[config.mk]
export PLATFORM = sky130hd
export DESIGN_NAME = id_ex_buf_flat
export DESIGN_NICKNAME = d
export VERILOG_FILES = /design/src/rtl/id_ex_buf_if.sv /design/src/rtl/id_ex_buf.sv /design/src/flat_wrapper.sv
export SDC_FILE = /design/constraint.sdc
export NUM_CORES = 1
export LEC_CHECK = 0
export ABC_CLOCK_PERIOD_IN_PS = 7300
export CAP_MARGIN = 20
export CORE_MARGIN = 3
export CORE_UTILIZATION = 45
export CTS_CLUSTER_DIAMETER = 60
export CTS_CLUSTER_SIZE = 14
export DETAILED_ROUTE_END_ITERATION = 12
export DONT_BUFFER_PORTS = 1
export PLACE_DENSITY = 0.57
export SYNTH_ARGS = -nofsm -noshare
export SYNTH_HDL_FRONTEND = slang
export SYNTH_SLANG_ARGS = --single-unit
export TNS_END_PERCENT = 10
[constraint.sdc]
create_clock -name clk -period 7.3 [get_ports clk]
set_input_delay 0 -clock clk [delete_from_list [all_inputs] [get_ports clk]]
set_output_delay 0 -clock clk [all_outputs]
set_load 0.05 [all_outputs]
[src/rtl/id_ex_buf_if.sv]
// Decode-to-execute handshake bundle: decode push side and execute pop side.
// The buffer uses the slave modport; the stage driving decode/execute uses master.
interface id_ex_buf_if #(
  parameter int XLEN   = 32,
  parameter int CTRL_W = 32
);
  logic              in_valid;
  logic              in_ready;
  logic [XLEN-1:1]   in_pc;
  logic [4:0]        in_rd_addr;
  logic              in_rd_en;
  logic              in_illegal;
  logic [CTRL_W-1:0] in_ctrl;

  logic              out_valid;
  logic              out_ready;
  logic [XLEN-1:1]   out_pc;
  logic [4:0]        out_rd_addr;
  logic              out_rd_en;
  logic              out_illegal;
  logic [CTRL_W-1:0] out_ctrl;

  modport master (
    output in_valid, in_pc, in_rd_addr, in_rd_en, in_illegal, in_ctrl, out_ready,
    input  in_ready, out_valid, out_pc, out_rd_addr, out_rd_en, out_illegal, out_ctrl
  );

  modport slave (
    input  in_valid, in_pc, in_rd_addr, in_rd_en, in_illegal, in_ctrl, out_ready,
    output in_ready, out_valid, out_pc, out_rd_addr, out_rd_en, out_illegal, out_ctrl
  );
endinterface

[src/rtl/id_ex_buf.sv]
// Decode-to-execute FIFO buffer, latency 1 (no bypass); in_ready depends only on occupancy.
// Flush empties the buffer; tracks sticky illegal-issue flag and saturating stall count.
module id_ex_buf #(
  parameter int DEPTH   = 2,
  parameter int XLEN    = 32,
  parameter int CTRL_W  = 32,
  parameter int STALL_W = 16
) (
  input  logic                         clk,
  input  logic                         rst_n,
  input  logic                         flush,
  id_ex_buf_if.slave                   bus,
  output logic [$clog2(DEPTH+1)-1:0]   count,
  output logic                         illegal_seen,
  output logic [STALL_W-1:0]           stall_cnt
);
  localparam int CNT_W = $clog2(DEPTH + 1);
  localparam int PTR_W = (DEPTH > 1) ? $clog2(DEPTH) : 1;
  localparam logic [PTR_W-1:0] LAST_PTR = PTR_W'(DEPTH - 1);
  localparam logic [CNT_W-1:0] FULL_CNT = CNT_W'(DEPTH);

  typedef struct packed {
    logic [XLEN-1:1]   pc;
    logic [4:0]        rd_addr;
    logic              rd_en;
    logic              illegal;
    logic [CTRL_W-1:0] ctrl;
  } entry_t;

  entry_t             mem_q [DEPTH];
  entry_t             wr_entry;
  entry_t             head;
  logic [CNT_W-1:0]   count_q, count_d;
  logic [PTR_W-1:0]   wr_ptr_q, wr_ptr_d;
  logic [PTR_W-1:0]   rd_ptr_q, rd_ptr_d;
  logic               illegal_seen_q, illegal_seen_d;
  logic [STALL_W-1:0] stall_q, stall_d;
  logic               empty;
  logic               push;
  logic               pop;

  function automatic logic [PTR_W-1:0] ptr_inc(input logic [PTR_W-1:0] p);
    return (p == LAST_PTR) ? '0 : p + PTR_W'(1);
  endfunction

  assign empty         = (count_q == '0);
  assign bus.in_ready  = (count_q < FULL_CNT);
  assign bus.out_valid = !empty;
  assign push          = bus.in_valid && bus.in_ready && !flush;
  assign pop           = bus.out_valid && bus.out_ready && !flush;

  // Illegal instructions must never write back, whatever the decoder claimed.
  always_comb begin
    wr_entry         = '0;
    wr_entry.pc      = bus.in_pc;
    wr_entry.rd_addr = bus.in_rd_addr;
    wr_entry.rd_en   = bus.in_rd_en && !bus.in_illegal;
    wr_entry.illegal = bus.in_illegal;
    wr_entry.ctrl    = bus.in_ctrl;
  end

  assign head = mem_q[rd_ptr_q];

  assign bus.out_pc      = empty ? '0 : head.pc;
  assign bus.out_rd_addr = empty ? '0 : head.rd_addr;
  assign bus.out_rd_en   = empty ? 1'b0 : head.rd_en;
  assign bus.out_illegal = empty ? 1'b0 : head.illegal;
  assign bus.out_ctrl    = empty ? '0 : head.ctrl;

  always_comb begin
    count_d        = count_q;
    wr_ptr_d       = push ? ptr_inc(wr_ptr_q) : wr_ptr_q;
    rd_ptr_d       = pop  ? ptr_inc(rd_ptr_q) : rd_ptr_q;
    illegal_seen_d = illegal_seen_q || (pop && head.illegal);
    stall_d        = stall_q;
    case ({push, pop})
      2'b10:   count_d = count_q + CNT_W'(1);
      2'b01:   count_d = count_q - CNT_W'(1);
      default: count_d = count_q;
    endcase
    if (flush) begin
      count_d        = '0;
      wr_ptr_d       = '0;
      rd_ptr_d       = '0;
      illegal_seen_d = 1'b0;
    end
    // Stall history survives flush; only reset clears it.
    if (bus.out_valid && !bus.out_ready && !flush && (stall_q != '1))
      stall_d = stall_q + STALL_W'(1);
  end

  always_ff @(posedge clk or negedge rst_n) begin
    if (!rst_n) begin
      count_q        <= '0;
      wr_ptr_q       <= '0;
      rd_ptr_q       <= '0;
      illegal_seen_q <= 1'b0;
      stall_q        <= '0;
    end else begin
      count_q        <= count_d;
      wr_ptr_q       <= wr_ptr_d;
      rd_ptr_q       <= rd_ptr_d;
      illegal_seen_q <= illegal_seen_d;
      stall_q        <= stall_d;
    end
  end

  always_ff @(posedge clk) begin
    if (push)
      mem_q[wr_ptr_q] <= wr_entry;
  end

  assign count        = count_q;
  assign illegal_seen = illegal_seen_q;
  assign stall_cnt    = stall_q;
endmodule

[src/flat_wrapper.sv]
// flat-port wrapper written by rule: the top's interface ports become plain ports
module id_ex_buf_flat 
#(
  parameter int DEPTH   = 2,
  parameter int XLEN    = 32,
  parameter int CTRL_W  = 32,
  parameter int STALL_W = 16
)
  (clk, rst_n, flush, count, illegal_seen, stall_cnt, bus_in_valid, bus_in_pc, bus_in_rd_addr, bus_in_rd_en, bus_in_illegal, bus_in_ctrl, bus_out_ready, bus_in_ready, bus_out_valid, bus_out_pc, bus_out_rd_addr, bus_out_rd_en, bus_out_illegal, bus_out_ctrl);
  id_ex_buf_if #(.XLEN(XLEN), .CTRL_W(CTRL_W)) bus_i ();
  input  logic clk;
  input  logic rst_n;
  input  logic flush;
  output logic [$clog2(DEPTH+1)-1:0] count;
  output logic illegal_seen;
  output logic [STALL_W-1:0] stall_cnt;
  input wire logic [$bits(bus_i.in_valid)-1:0] bus_in_valid;
  input wire logic [$bits(bus_i.in_pc)-1:0] bus_in_pc;
  input wire logic [$bits(bus_i.in_rd_addr)-1:0] bus_in_rd_addr;
  input wire logic [$bits(bus_i.in_rd_en)-1:0] bus_in_rd_en;
  input wire logic [$bits(bus_i.in_illegal)-1:0] bus_in_illegal;
  input wire logic [$bits(bus_i.in_ctrl)-1:0] bus_in_ctrl;
  input wire logic [$bits(bus_i.out_ready)-1:0] bus_out_ready;
  output wire logic [$bits(bus_i.in_ready)-1:0] bus_in_ready;
  output wire logic [$bits(bus_i.out_valid)-1:0] bus_out_valid;
  output wire logic [$bits(bus_i.out_pc)-1:0] bus_out_pc;
  output wire logic [$bits(bus_i.out_rd_addr)-1:0] bus_out_rd_addr;
  output wire logic [$bits(bus_i.out_rd_en)-1:0] bus_out_rd_en;
  output wire logic [$bits(bus_i.out_illegal)-1:0] bus_out_illegal;
  output wire logic [$bits(bus_i.out_ctrl)-1:0] bus_out_ctrl;
  assign bus_i.in_valid = bus_in_valid;
  assign bus_i.in_pc = bus_in_pc;
  assign bus_i.in_rd_addr = bus_in_rd_addr;
  assign bus_i.in_rd_en = bus_in_rd_en;
  assign bus_i.in_illegal = bus_in_illegal;
  assign bus_i.in_ctrl = bus_in_ctrl;
  assign bus_i.out_ready = bus_out_ready;
  assign bus_in_ready = bus_i.in_ready;
  assign bus_out_valid = bus_i.out_valid;
  assign bus_out_pc = bus_i.out_pc;
  assign bus_out_rd_addr = bus_i.out_rd_addr;
  assign bus_out_rd_en = bus_i.out_rd_en;
  assign bus_out_illegal = bus_i.out_illegal;
  assign bus_out_ctrl = bus_i.out_ctrl;
  id_ex_buf #(.DEPTH(DEPTH), .XLEN(XLEN), .CTRL_W(CTRL_W), .STALL_W(STALL_W)) u_core (.clk(clk), .rst_n(rst_n), .flush(flush), .bus(bus_i), .count(count), .illegal_seen(illegal_seen), .stall_cnt(stall_cnt));
endmodule
==> summary.md, run 1 <==
| Metric | Value |
|---|---|
| Rows | `between 40 and 50` |
| Post-route total power | `~2.3 mW` |
| CTS tree | `built` |
| Wire per inst | `approximately 18 µm` |
| H-tree levels | `4` |
| Clock skew | `roughly 5.5 ps` |
| Sequential share of the synthesized area | `0.7490` |
| Top cell type's share of synthesized area | `0.6657` |
| Worst Reg-to-Reg Cells | `7` |
| Top Ports | `166` |
| YS warnings | `0` |
| DRC | `0` |
| Max-slew headroom | `0.3278` |
| Number of library cell types mapped by synthesis | `36` |
| First drt pass iteration count | `5` |
| Antenna Violating Nets Remaining | `0` |
| Clk sink count | `around 160` |
| Vias in the first global route | `between 3000 and 4000` |
| Clk_lat worst skew | `around 410 ps` |
| Critical Path Max Stage Delay | `between 700 and 800 ps` |
| Share of layout cells above drive strength 1 | `0.09533` |
| Flop-to-flop setup slack | `around 4000 ps` |
| Setup violators final | `0` |
| RR Endpoint | `u_core.rd_ptr_q` |
| Crit path cell chain | `nor2_4, buf_4, clkinv_1, nand2_1, xor2_1, nor2_1, dlygate4sd3_1` |
| Max cap viols | `0` |
| Number of flops mapped to enable cells by yosys | `140` |
| Crit path launch | `u_core.count[1]` |
| Total global-route track usage | `0.1595` |
| Worst-path fanout max | `between 70 and 80` |
| Port Buffer Count | `0` |
| Post-CTS Resized | `0` |
| # fillers | `~1100` |
| Synth top area cells | `edfxtp_1, mux2i_1, dfrtp_1, nor2_1, xor2_1` |
| Max Fclk | `299.6 MHz` |
| Largest net degree at the start of global routing | `72` |
| First-pass GRT wire length | `19400 µm` |
| DR vias | `3459` |
| Setup crit start kind | `register` |
| Diodes inserted | `0` |
| Global placement routability congestion | `~0.74` |
| Post-Route WL | `between 10000 and 15000 µm` |
| Cells after synthesis | `about 400` |
| WP buf/inv | `3` |
| Multi-input logic area | `roughly 0.0015 mm²` |
| DIE WIDTH | `around 120 µm` |
| CP Capture Type | `register` |
| Fin nets | `about 560` |
| Crit path to | `u_core.rd_ptr_q` |
| Reg2reg start | `u_core.count[1]` |
| DIE AREA | `approximately 0.015 mm²` |
| Final hold vios | `0` |
| Power Density | `288.5 mW/mm²` |
| Slew @ Worst Pin | `about 1000 ps` |
| Clock root cell | `clkbuf_16` |
| Seq cells post-synth | `approximately 160` |
| Cell accounting for the most synthesized area | `edfxtp_1` |
| Top delay family on crit path | `buffers and inverters` |
| Initial antenna violation count | `0` |
| Reg area | `0.004733 mm²` |
| Core area | `about 0.014 mm²` |
| CP Class | `reg2reg` |
| Num CTS Buffers | `17` |
| Clock buffer depth | `2` |
| Shortest period the worst path allows | `3338 ps` |
| Status | `finished, final reports clean` |
| VDD IR max | `around 0.00015 V` |
| Syn-to-layout area delta | `25.06%` |
| Mean Syn Cell Area | `roughly 16 µm²` |
| Synth cell count leaders | `edfxtp_1, nor2_1, mux2i_1` |
| Worst hold-check path type | `in2async` |
| Post-synthesis cell area | `~0.0063 mm²` |
| Vias per Instance | `just over 5` |
| Final Cycle Share | `0.4573` |
| CP max stage cell | `clkinv_1` |
| Setup TNS | `0 ps` |
| Async SR Flop Fraction | `0.1304` |
| Predominant post-synthesis flop cell | `edfxtp_1` |
| Most frequent cell after synthesis | `edfxtp_1` |
| RSZ-0062 raised after global routing | `false` |
| Die Height | `about 120 µm` |
| CTS clk-pin slew, worst paths | `~60 ps` |
| Crit path depth | `7` |
| Worst EP required | `around 7600 ps` |
| Max Transition Viols Final | `0` |
| Dpl hpwl | `between 7000 and 8000 µm` |
| Initial drt markers | `roughly 170` |
| Syn_nets | `about 470` |
| Global route overflow | `0` |
| Initial Utilization | `0.4676` |
| P_leak | `~2.8 nW` |
| Worst Path Arrival | `between 3000 and 4000 ps` |
[cell usage in the layout (no fill, tap or decap), types with 2 or more instances in the layout]
master,count
xor2_1,16
dlygate4sd3_1,75
nor4_1,4
clkinvlp_4,2
a21oi_1,2
mux2i_1,70
and3_1,2
and3_2,2
nand2_1,6
inv_1,3
nand3_1,4
nor2_1,76
nand4_1,2
nor3_1,6
dfrtp_1,20
edfxtp_1,140
clkbuf_16,17
clkbuf_1,5
nor2_2,2
nor3b_1,3
bufinv_16,4
xnor2_1,2
buf_4,6
[worst min-delay path by stage]
stage | slack [ps] | cells after the start | endpoint
after detailed placement | -300 | 0 | u_core.stall_cnt[11]
after global placement | -300 | 0 | u_core.stall_cnt[11]
after global routing | 20 | 1 | u_core.stall_cnt[13]
after CTS | 80 | 2 | u_core.mem_q[0][31]
after floorplan | -300 | 0 | u_core.count[0]
final | 6 | 1 | u_core.stall_cnt[13]
[report_power, final]
group	leakage [nW]	total [mW]	internal [mW]	switching, mW
logic	0.928	0.260	0.0754	0.185
registers	1.56	1.12	1.05	0.0720
clock network	0.285	0.896	0.572	0.325
[layer usage]
layer / vias up / global-route usage / wire (µm)
met1: 1712 / 0.1879 / 4913
met2: 110 / 0.2688 / 6188
li1: 1627 / - / -
met3: 10 / 0.06175 / 772
met4: 0 / 0.05287 / 127
met5: - / 0 / 0
[area by class of cell]
| class | instances | share of cell area |
|---|---|---|
| inverters | 4 | 0.001901 |
| flip-flops and latches | 161 | 0.5993 |
| repair buffers | 82 | 0.1027 |
| clock inverters | 9 | 0.01996 |
| clock buffers | 22 | 0.05624 |
| multi-input cells | 215 | 0.1920 |
| well taps | 176 | 0.02788 |
[through the flow]
stage / area (µm²) / utilization / worst slack (ps) / hold slack (ps) / std cells
5_1_grt: 7898 / 0.5848 / 3705 / 24.30 / 669
2_1_floorplan: 6315 / - / 668.5 / -295.6 / 396
4_1_cts: 7883 / 0.5837 / 3896 / 84.71 / 668
3_3_place_gp: 6530 / 0.4835 / 4189 / -295.1 / 562
3_5_place_dp: 6530 / 0.4835 / 4176 / -295.1 / 562
6_report: 7898 / 0.5848 / 3962 / 6.359 / 669
[registers in the layout, indices dropped and copies added (netlist names)]
| name | flops |
|---|---|
| u_core.stall_cnt | 16 |
| u_core.illegal_seen | 1 |
| u_core.mem_q | 140 |
| u_core.count | 2 |
| u_core.rd_ptr_q | 1 |
| u_core.wr_ptr_q | 1 |
[what timing repair did]
action                                 4_1_cts  5_1_grt
hold buffers                                75        0
buffers inserted                             0        0
endpoints found under the hold margin      172        0
[logic make-up (layout without fill, tap and decap cells)]
kind of cell / Yosys count / in the layout / share of synthesized area
buffers and inverters: 20 / 117 / 0.01327
adders and majority gates: 1 / 1 / 0.001981
DFF: 161 / 161 / 0.7490
and+or+nand+nor: 120 / 120 / 0.09233
muxes: 71 / 71 / 0.1133
xor gates and xnor gates: 18 / 18 / 0.02497
AOI/OAI and AO/OA: 5 / 5 / 0.005151
Power figures use the tool's default switching activity.
==> inputs of run 2 (changes only) <==
--- a/config.mk
+++ b/config.mk
@@ -5,7 +5,7 @@
 export SDC_FILE = /design/constraint.sdc
 export NUM_CORES = 1
 export LEC_CHECK = 0
-export ABC_CLOCK_PERIOD_IN_PS = 7300
+export ABC_CLOCK_PERIOD_IN_PS = 2840
 export CAP_MARGIN = 20
 export CORE_MARGIN = 3
 export CORE_UTILIZATION = 45
@@ -13,7 +13,7 @@
 export CTS_CLUSTER_SIZE = 14
 export DETAILED_ROUTE_END_ITERATION = 12
 export DONT_BUFFER_PORTS = 1
-export PLACE_DENSITY = 0.57
+export PLACE_DENSITY = 0.59
 export SYNTH_ARGS = -nofsm -noshare
 export SYNTH_HDL_FRONTEND = slang
 export SYNTH_SLANG_ARGS = --single-unit
==> constraint.sdc (replaced) <==
create_clock -name clk -period 2.84 [get_ports clk]
set_input_delay 0 -clock clk [delete_from_list [all_inputs] [get_ports clk]]
set_output_delay 0 -clock clk [all_outputs]
set_load 0.05 [all_outputs]
==> run 2 against run 1 <==
  * Largest cell class unchanged
  * Register-to-register slack got worse by 3200 ps
  * Final cell count grew 12%
  * Critical path depth decreased by 3
  * Total power rose to 2.6 times the previous value
  * Clock skew up 3.2 ps
  * Global-route usage is 1.1 points higher
==> summary.md, run 2 (same netlist as run 1, synthesis figures left out) <==
| Metric | Value |
|---|---|
| Net Sw Power | `1.572 mW` |
| Worst-path fanout max | `70` |
| CTS clk-pin slew, worst paths | `60 ps` |
| Clk sink count | `roughly 160` |
| Hold worst-path end | `u_core.mem_q[1][29]` |
| Clk_lat worst skew | `between 400 and 500 ps` |
| Worst Path Arrival | `2300 ps` |
| Initial Utilization | `0.4676` |
| DIE AREA | `0.01549 mm²` |
| Largest register FFs | `between 100 and 150` |
| Max Transition Viols Final | `0` |
| Setup crit start kind | `register` |
| RR Endpoint | `u_core.stall_cnt[1]` |
| Hold Path Cell Cnt | `2` |
| CP Class | `reg2out` |
| DIE WIDTH | `between 100 and 150 µm` |
| Global placement routability congestion | `0.7648` |
| RSZ-0062 raised after global routing | `false` |
| Rows | `42` |
| Clock buffer depth | `2` |
| Setup TNS | `0 ps` |
| Num CTS Buffers | `17` |
| Clock Power Share | `0.379` |
| Post-CTS Resized | `0` |
| Status | `finished, final reports clean` |
| Min-delay src | `flush` |
| Post-Route WL | `about 13000 µm` |
| Most flops, register | `u_core.mem_q` |
| Worst Reg-to-Reg Cells | `4` |
| Worst EP required | `~2800 ps` |
| Core area | `0.01351 mm²` |
| Vias in the first global route | `4059` |
| CP Capture Type | `output pin` |
| Comb power frac | `0.155` |
| Commonest non-fill, non-tap cells in the layout | `edfxtp_1, buf_4, nor2_1, dlygate4sd3_1, mux2i_1` |
| DRC | `0` |
| First drt pass iteration count | `4` |
| Vias per Instance | `5.059` |
| Final hold vios | `0` |
| Die Height | `124.5 µm` |
| Post-CTS setup buffer count | `0` |
| Max-slew headroom | `0.4670` |
| Port Buffer Count | `0` |
| VDD IR max | `0.0004602 V` |
| Wire per inst | `16.98 µm` |
| DR vias | `between 3000 and 4000` |
| Fin nets | `around 640` |
| Setup violators final | `0` |
| Initial antenna violation count | `0` |
| Pint | `approximately 4.4 mW` |
| Slew @ Worst Pin | `approximately 800 ps` |
| Max Fclk | `434.4 MHz` |
| P_leak | `~3.2 nW` |
| Reg2reg start | `u_core.stall_cnt[10]` |
| Dpl hpwl | `7681 µm` |
| Largest net degree at the start of global routing | `71` |
| Global route overflow | `0` |
| Syn-to-layout area delta | `34.73%` |
| Antenna Violating Nets Remaining | `0` |
| Diodes inserted | `0` |
| First-pass GRT wire length | `20690 µm` |
| CTS tree | `built` |
| Flop-to-flop setup slack | `~760 ps` |
| Total global-route track usage | `0.1702` |
| Power Density | `700.7 mW/mm²` |
| H-tree levels | `4` |
| Post-route total power | `around 6.0 mW` |
| Shortest period the worst path allows | `around 2300 ps` |
| Share of layout cells above drive strength 1 | `0.2238` |
| Commonest non-fill, non-tap cell in the layout | `edfxtp_1` |
| Flop pwr share | `0.465` |
| Worst hold-check path type | `in2reg` |
| Final Cycle Share | `0.8107` |
| Top Ports | `roughly 170` |
| Sw frac | `0.2637` |
| Clock root cell | `clkbuf_16` |
| Clock skew | `just under 9 ps` |
| Max cap viols | `0` |
| # fillers | `996` |
| Initial drt markers | `225` |
[run 2: through the flow]
stage          instances  hold WS [ps]  cell area [µm²]  setup WS [ps]  utilization
2_1_floorplan        396        -295.6             6346         -140.0            -
3_3_place_gp         639        -295.1             7142          778.5       0.5288
3_5_place_dp         639        -295.1             7142          769.2       0.5288
4_1_cts              746         77.27             8483          492.5       0.6281
5_1_grt              748         83.31             8508          376.1       0.6300
6_report             748         81.07             8508          537.7       0.6300
[run 2: how the worst max path moves through the flow]
stage / start / end / slack, ps
2_1_floorplan: u_core.count[1] / u_core.mem_q[1][0] / -140
3_3_place_gp: u_core.stall_cnt[11] / u_core.stall_cnt[1] / 780
3_5_place_dp: u_core.stall_cnt[11] / u_core.stall_cnt[1] / 770
4_1_cts: u_core.count[0] / bus_out_ctrl[0] / 490
5_1_grt: u_core.count[0] / bus_out_ctrl[12] / 380
6_report: u_core.count[0] / bus_out_ctrl[12] / 540
[run 2: layer usage]
metal / routed length [µm] / share of wire / global-route usage
met1: 5060 / 0.40 / 0.1938
met5: 0 / 0 / 0
met2: 6542 / 0.52 / 0.2904
met3: 878 / 0.069 / 0.06475
met4: 216 / 0.017 / 0.06576
[run 2: final cells by class]
| type | count | area (µm²) | area share |
|---|---|---|---|
| clock buffers | 18 | 429.2 | 0.05044 |
| flip-flops and latches | 161 | 4735 | 0.5565 |
| multi-input cells | 215 | 1536 | 0.1806 |
| well taps | 176 | 220.2 | 0.02588 |
| repair buffers | 160 | 1411 | 0.1659 |
| clock inverters | 14 | 161.4 | 0.01897 |
| inverters | 4 | 15.01 | 0.001765 |
[run 2: timing repair]
action,in CTS,in global routing
hold buffers,75,1
hold endpoints to repair,171,5
setup endpoints to repair,0,0
[run 2: power groups by stage]
stage / Clock, mW / Sequential (mW) / Combinational, mW
detailed placement: 0 / 2.83 / 0.829
CTS: 2.31 / 2.77 / 0.936
global placement: 0 / 2.82 / 0.824
floorplan: 0 / 2.90 / 0.519
finish: 2.26 / 2.77 / 0.926
global route: 2.42 / 2.79 / 0.984
[run 2: critical path, stage by stage, from the launching register on]
cell and delay (ps):
dfrtp_1 640, nor2_4 200, buf_4 620, nor2_1 130, buf_4 230
